<file path="src/rtl/param_func_gen.sv">
// Phase-accumulator function generator: sine, square, triangle, ramp up/down, midscale.
// Define PARAM_FUNC_GEN_NOISE_EN to add a 16-bit LFSR noise source on sel=101.
module param_func_gen #(
  parameter int unsigned OUT_W = 8,
  parameter int unsigned ACC_W = 16
) (
  input  logic             clk,
  input  logic             rst,
  input  logic             en,
  input  logic [2:0]       sel,
  input  logic [ACC_W-1:0] ftw,
  input  logic             ftw_load,
  input  logic [OUT_W-1:0] duty,
  output logic [OUT_W-1:0] out,
  output logic             wrap,
  output logic             ftw_busy
);

  localparam int unsigned X_W     = OUT_W - 1;
  localparam int unsigned PROD_W  = 2 * X_W;
  localparam int unsigned MAG_LSB = OUT_W - 3;

  localparam logic [OUT_W-1:0] MIDSCALE = {1'b1, {X_W{1'b0}}};
  localparam logic [X_W-1:0]   X_MAX    = '1;

  localparam logic [2:0] SEL_SINE   = 3'b000;
  localparam logic [2:0] SEL_SQUARE = 3'b001;
  localparam logic [2:0] SEL_TRI    = 3'b010;
  localparam logic [2:0] SEL_RAMPUP = 3'b011;
  localparam logic [2:0] SEL_RAMPDN = 3'b100;
`ifdef PARAM_FUNC_GEN_NOISE_EN
  localparam logic [2:0] SEL_NOISE  = 3'b101;
`endif

  // Phase accumulator and step-update state
  logic [ACC_W-1:0] acc_q, acc_d;
  logic             carry_q, carry_d;
  logic [ACC_W-1:0] ftw_act_q, ftw_act_d;
  logic [ACC_W-1:0] ftw_pend_q, ftw_pend_d;
  logic             pend_q, pend_d;
  logic [ACC_W:0]   sum_c;
  logic             apply_c;

  // Stage 1 registers
  logic [OUT_W-1:0] p1_q;
  logic [2:0]       sel1_q;
  logic [OUT_W-1:0] duty1_q;
  logic             carry1_q;
  logic             v1_q;

  // Stage 2 (output) registers
  logic [OUT_W-1:0] out_q, out_d;
  logic             wrap_q, wrap_d;

  // Waveform shaping
  logic [X_W-1:0]    x_c;
  logic              h_c;
  logic [PROD_W-1:0] prod_c;
  logic [X_W-1:0]    mag_c;
  logic [OUT_W-1:0]  tri_c;
  logic [OUT_W-1:0]  wave_c;

`ifdef PARAM_FUNC_GEN_NOISE_EN
  logic [15:0]      lfsr_q, lfsr_d;
  logic [OUT_W-1:0] noise1_q;
`endif

  // A pending step is applied at the wrap so the phase never jumps mid-cycle,
  // or right away when the accumulator is idle (stopped or zero step).
  always_comb begin
    sum_c      = {1'b0, acc_q} + {1'b0, ftw_act_q};
    apply_c    = pend_q & ((en & sum_c[ACC_W]) | ~en | (ftw_act_q == '0));
    acc_d      = acc_q;
    carry_d    = 1'b0;
    ftw_act_d  = ftw_act_q;
    ftw_pend_d = ftw_pend_q;
    pend_d     = pend_q;
    if (en) begin
      acc_d   = sum_c[ACC_W-1:0];
      carry_d = sum_c[ACC_W];
    end
    if (apply_c) begin
      ftw_act_d = ftw_pend_q;
      pend_d    = 1'b0;
    end
    if (ftw_load) begin
      ftw_pend_d = ftw;
      pend_d     = 1'b1;
    end
  end

  always_ff @(posedge clk or posedge rst) begin
    if (rst) begin
      acc_q      <= '0;
      carry_q    <= 1'b0;
      ftw_act_q  <= '0;
      ftw_pend_q <= '0;
      pend_q     <= 1'b0;
    end else begin
      acc_q      <= acc_d;
      carry_q    <= carry_d;
      ftw_act_q  <= ftw_act_d;
      ftw_pend_q <= ftw_pend_d;
      pend_q     <= pend_d;
    end
  end

`ifdef PARAM_FUNC_GEN_NOISE_EN
  // Galois LFSR, x^16 + x^14 + x^13 + x^11 + 1
  always_comb begin
    lfsr_d = lfsr_q;
    if (en) begin
      lfsr_d = {1'b0, lfsr_q[15:1]} ^ (lfsr_q[0] ? 16'hB400 : 16'h0000);
    end
  end

  always_ff @(posedge clk or posedge rst) begin
    if (rst) begin
      lfsr_q   <= 16'hACE1;
      noise1_q <= '0;
    end else begin
      lfsr_q   <= lfsr_d;
      noise1_q <= lfsr_q[OUT_W-1:0];
    end
  end
`endif

  // v1_q keeps stage 2 at zero until stage 1 holds a real sample after reset
  always_ff @(posedge clk or posedge rst) begin
    if (rst) begin
      p1_q     <= '0;
      sel1_q   <= '0;
      duty1_q  <= '0;
      carry1_q <= 1'b0;
      v1_q     <= 1'b0;
    end else begin
      p1_q     <= acc_q[ACC_W-1 -: OUT_W];
      sel1_q   <= sel;
      duty1_q  <= duty;
      carry1_q <= carry_q;
      v1_q     <= 1'b1;
    end
  end

  // Parabolic half-wave approximation of sine; h selects the polarity
  always_comb begin
    x_c    = p1_q[X_W-1:0];
    h_c    = p1_q[OUT_W-1];
    prod_c = PROD_W'(x_c) * PROD_W'(X_MAX - x_c);
    mag_c  = X_W'(prod_c >> MAG_LSB);
    tri_c  = {x_c, 1'b0};
    wave_c = MIDSCALE;
    case (sel1_q)
      SEL_SINE:   wave_c = h_c ? {1'b0, ~mag_c} : {1'b1, mag_c};
      SEL_SQUARE: wave_c = (p1_q < duty1_q) ? '1 : '0;
      SEL_TRI:    wave_c = h_c ? ~tri_c : tri_c;
      SEL_RAMPUP: wave_c = p1_q;
      SEL_RAMPDN: wave_c = ~p1_q;
`ifdef PARAM_FUNC_GEN_NOISE_EN
      SEL_NOISE:  wave_c = noise1_q;
`endif
      default:    wave_c = MIDSCALE;
    endcase
    out_d  = v1_q ? wave_c : '0;
    wrap_d = v1_q & carry1_q;
  end

  always_ff @(posedge clk or posedge rst) begin
    if (rst) begin
      out_q  <= '0;
      wrap_q <= 1'b0;
    end else begin
      out_q  <= out_d;
      wrap_q <= wrap_d;
    end
  end

  assign out      = out_q;
  assign wrap     = wrap_q;
  assign ftw_busy = pend_q;

endmodule

</file>
<file path="config.mk">
export PLATFORM = sky130hd
export DESIGN_NAME = param_func_gen
export DESIGN_NICKNAME = d
export VERILOG_FILES = /design/src/rtl/param_func_gen.sv
export SDC_FILE = /design/constraint.sdc
export NUM_CORES = 1
export LEC_CHECK = 0
export CAP_MARGIN = 25
export CORE_ASPECT_RATIO = 0.75
export CORE_MARGIN = 1.5
export CORE_UTILIZATION = 35
export CTS_CLUSTER_SIZE = 16
export DETAILED_ROUTE_END_ITERATION = 12
export SYNTH_ARGS = -nofsm -noshare
export SYNTH_HDL_FRONTEND = slang
export SYNTH_SLANG_ARGS = --single-unit
export TNS_END_PERCENT = 50
</file>
<file path="constraint.sdc">
create_clock -name clk -period 5.94 [get_ports clk]
set_clock_uncertainty 0.1 [all_clocks]
set_input_delay 1.188 -clock clk [delete_from_list [all_inputs] [get_ports clk]]
set_output_delay 1.188 -clock clk [all_outputs]
set_load 0.01 [all_outputs]
</file>
# Word level (Yosys, flattened, before mapping)
# Index checks and enable logic that the tools add are counted.
# classes
multipliers	1
n_lt_le_gt_ge	1
eq_ne	4
div	0
n_mux	8
n_shift	0
bitwise_logic	9
n_reduce_logical	3
addsub	2
# ops
cell	count
$pmux 8 s5	1
$mux 8	4
$add 16x16->17	1
$logic_not 16->1	1
$not 8->8	2
$mul 8x8->12	1
$lt 8x8->1	1
$sub 7x7->8 const A	1
$not 7->7	1
$eq 3x2->1 const B	2
$and 1x1->1	3
$eq 3x1->1 const B	1
$eq 3x3->1 const B	1
$logic_not 3->1	1
$mux 1	3
$or 1x1->1	2
$reduce_bool 2->1	1
$not 1->1	1
# totals
latchBits	0
out_inout_bits	10
mem_bits_ro	0
input_bits	31
mem_count	0
ramBits	0
reg_bits	80

# Depth between registers and ports, before layout
# logic_depth
word_depth	7
ltp_mapped	19
ltp_nobuf	18

# Least setup slack after synthesis
# No wires, ideal clock.
# synth_timing
path_kind	register to register
start	register p1_q[3]
end	register out_q[5], in the netlist out[5]
synth_period_minus_slack_ps	4533
required_time_ps	5714
path_slack_ps	1407
arrival_time_ps	4307
path_stages_with_launch	20
cell_sequence	dfrtp_1 -> clkbuf_1 -> inv_1 -> ha_1 -> inv_1 -> ha_1 -> inv_1 -> fa_1 -> inv_1 -> fa_1 -> inv_1 -> fa_1 -> inv_1 -> ha_1 -> nand3_1 -> o2111ai_1 -> a21oi_1 -> xnor2_1 -> nor2_1 -> o311a_1
# synth_via
elab_chain_cells	6
word_cells_on_any_way	8
# synth_rtl
item	line_no	source
start: declaration	45	logic [OUT_W-1:0] p1_q;
start signal: assignment	137	p1_q <= acc_q[ACC_W-1 -: OUT_W];
$sub 7x7->8	149	prod_c = PROD_W'(x_c) * PROD_W'(X_MAX - x_c);
$mul 8x8->12	149	
$not 7->7	154	SEL_SINE: wave_c = h_c ? {1'b0, ~mag_c} : {1'b1, mag_c};
$mux 8	154	
$pmux 8 s5 *	153	case (sel1_q)
$mux 8 *	164	out_d = v1_q ? wave_c : '0;
via out_d[5]	52	logic [OUT_W-1:0] out_q, out_d;
end signal: assignment	173	out_q <= out_d;
end: declaration	52	
# The timed path passes the listed nets; every way through them passes the cells marked *.
# A chain may end at the register's enable or synchronous reset.

# Final worst setup path
# Same ends and word-level chain as after synthesis.

==> impl_results.md <==
- Run status: completed
- Core box area: 14700 µm²
- PortBufs: 40
- Most repeated cell in the gate-level netlist after synthesis: dfrtp_1
- Yosys Warn Count: 0
- Proportion of netlist area held by the largest area contributor: 0.373
- Transition time of the tightest slew-check pin: 0.976 ns
- Placement row count: 38
- Count of antenna-violating nets left after detailed routing: 0
- Net count after synthesis: 621
- RSZ-0062 raised after global routing: false
- Register area share after synthesis: 0.373
- Maximum buffer depth of the clock tree: 2
- Number of max-slew violations in the final report: 0
- Clock tree root buffer cell: clkbuf_16
- DPL Wire Length: 7.97 mm
- Library cells used by synthesis: 51
- Arrival time reported for the critical path endpoint: 4.91 ns
- Path type of the worst min-delay path: register to register
- Critical path cell sequence: inv_1, ha_1, inv_1, ha_1, inv_1, fa_1, inv_1, fa_1, inv_1, fa_1, inv_1, ha_1, nand3_1, o2111ai_1, a21oi_1, xnor2_1, nor2_1, o311a_1
- Relative slew margins: 0.350
- Clock latency on the worst-skew pair: 0.34 ns
- Clock input transition at the sequential cells of the worst setup and hold paths: 0.06 ns
- Final hold slack: 0.253 ns
- Vertical die dimension: 110 µm
- Post-route clock period utilization: 0.806
- Dominant synthesized flop cell: dfrtp_1
- Max Clock Freq: 0.209 GHz
- Wire length of the first global-routing pass: 17.6 mm
- Most used standard cells in the synthesized netlist: dfrtp_1 (80), inv_1 (58), ha_1 (55)
- Number of max-cap violations: 0
- Number of design-rule violations left by the first detailed-router iteration: 187
- Filler cell count in the final layout: 1423
- Count of buffers added by post-CTS timing repair for setup: 0
- Hold-fix buffer count after cts: 0
- Post-route cell area: 6230 µm²
- Area added between synthesis and finish: 16.1%
- CP Class: register to register
- Deepest level of the CTS H-tree: 3
- Area taken by multi-input logic gates: 3040 µm²
- Synthesized flop and latch total: 80
- Post-synth EDFFs: 0
- Hold Fails Final Rpt: 0
- Share of synthesized flip-flops with an asynchronous set or reset: 1.00
- Number of vias in the routed layout: 3680
- TritonRoute pass-1 iters: 5
- Leading area contributor after synthesis: dfrtp_1
- Number of vias per cell after detailed routing: 4.89
- Finish-stage setup viols: 0
- Number of buffers created by CTS: 9
- Maximum number of pins on one net before global-route repair: 42
- Clock tree from TritonCTS: done
- Nets@finish: 653
- GPL Wtd Cong: 0.835
- Count of unresolved DRC violations after routing: 0
- Critical path's largest stage delay: 0.59 ns
- Residual overflow from global routing: 0
- Post-synthesis instance area: 5360 µm²
- Library cell appearing most often on the critical path: inv_1
- Startpoint types: register
- Biggest area contributors in the synthesized netlist: dfrtp_1 (37%), ha_1 (13%), fa_1 (7.1%)
- GRT Total Usage: 0.138
- Width of the die: 146 µm
- Capturing element type of the critical path: register
- Crit-path slowest cell: dfrtp_1
- Vias in the first global route: 3550
- WP buf/inv: 6
- CTS resizes: 0
- Cell count after synthesis: 516
- Proportion of layout cells with a drive suffix above 1: 0.134
- Area of the die: 16100 µm²
- Initial antenna violation count: 0
- Register area: 2000 µm²
- Area after DPL: 5930 µm²
- Required arrival time at the worst endpoint: 6.06 ns
- Total clock sinks: 80
- Maximum fanout count along the critical path: 11
- Final TNS setup: 0 ns
- Min Tclk post-route: 4.79 ns
- Top Ports: 41
- Detailed-route wire length: 10.5 mm
- Synth Area per Inst: 10.4 µm²
- ANT cells: 0
- Family with the most delay on the worst path: adder cells
- Post-detailed-route wirelength per cell: 13.9 µm
- Effective utilization at floorplan: 0.364
[per-layer routing]
metal,global-route usage,part of all wire,routed length [µm],vias up
li1,-,-,-,1819
met1,0.205,0.53,5530,1780
met2,0.205,0.42,4370,72
met3,0.0333,0.046,481,9
met4,0.0277,0.0075,78,0
met5,0,0,0,-
[placed cells by master, fill, tap and decap left out, drive strengths merged, types with 10 or more instances in the layout]
cell type	count
nand2	24
a21oi	27
xnor2	23
ha	55
clkdlybuf4s50	40
dfrtp	80
nor2b	18
clkbuf	10
o21ai	25
mux2	40
fa	19
inv	61
nor2	38
[logic make-up (layout without fill, tap and decap cells)]
logic type / count (synthesis) / count (layout) / synth area share
compound gates: 101 / 101 / 0.131
xor+xnor: 28 / 28 / 0.0457
fa+ha+maj: 74 / 74 / 0.199
buf+inv: 80 / 117 / 0.0592
flops: 80 / 80 / 0.373
mux: 41 / 41 / 0.0928
other cells: 1 / 1 / 0.000699
simple gates: 111 / 111 / 0.0982
[cell type report]
type,count,share of cell area
clock inverter,6,0.00783
multi-input combinational,356,0.489
inverter,59,0.0358
clock buffer,10,0.0384
sequential,80,0.321
tap,200,0.0402
timing repair buffer,42,0.0679
[final timing paths]
kind	start	end	slack, ns	cells after the start
worst max register to register	p1_q[3]$_DFF_PP0_	out[5]$_DFF_PP0_	1.15	18
max in group asynchronous	rst	acc_q[14]$_DFFE_PP0P_	3.59	3
min in group asynchronous	rst	out[6]$_DFF_PP0_	1.18	2
worst max-delay path	p1_q[3]$_DFF_PP0_	out[5]$_DFF_PP0_	1.15	18
worst min register to register	carry_q$_DFF_PP0_	carry1_q$_DFF_PP0_	0.25	0
worst min-delay path	carry_q$_DFF_PP0_	carry1_q$_DFF_PP0_	0.25	0
[stage by stage]
| step | std cells | util | setup WS [ns] |
|---|---|---|---|
| 3_3_place_gp | 736 | 0.402 | 1.30 |
| 6_report | 753 | 0.423 | 1.15 |
| 4_1_cts | 752 | 0.422 | 1.17 |
| 2_1_floorplan | 516 | - | 1.41 |
| 5_1_grt | 753 | 0.423 | 0.849 |
| 3_5_place_dp | 736 | 0.402 | 1.17 |
[state kept, by name (all words and copies together) (netlist names)]
name        flops
carry1_q        1
ftw_pend_q     16
sel1_q          3
ftw_act_q      16
acc_q          16
out             8
ftw_busy        1
v1_q            1
carry_q         1
duty1_q         8
wrap            1
p1_q            8
Power is left out: the tool's default activity adds up to more than one toggle a clock period on the data nets, which glitch-free logic cannot reach.
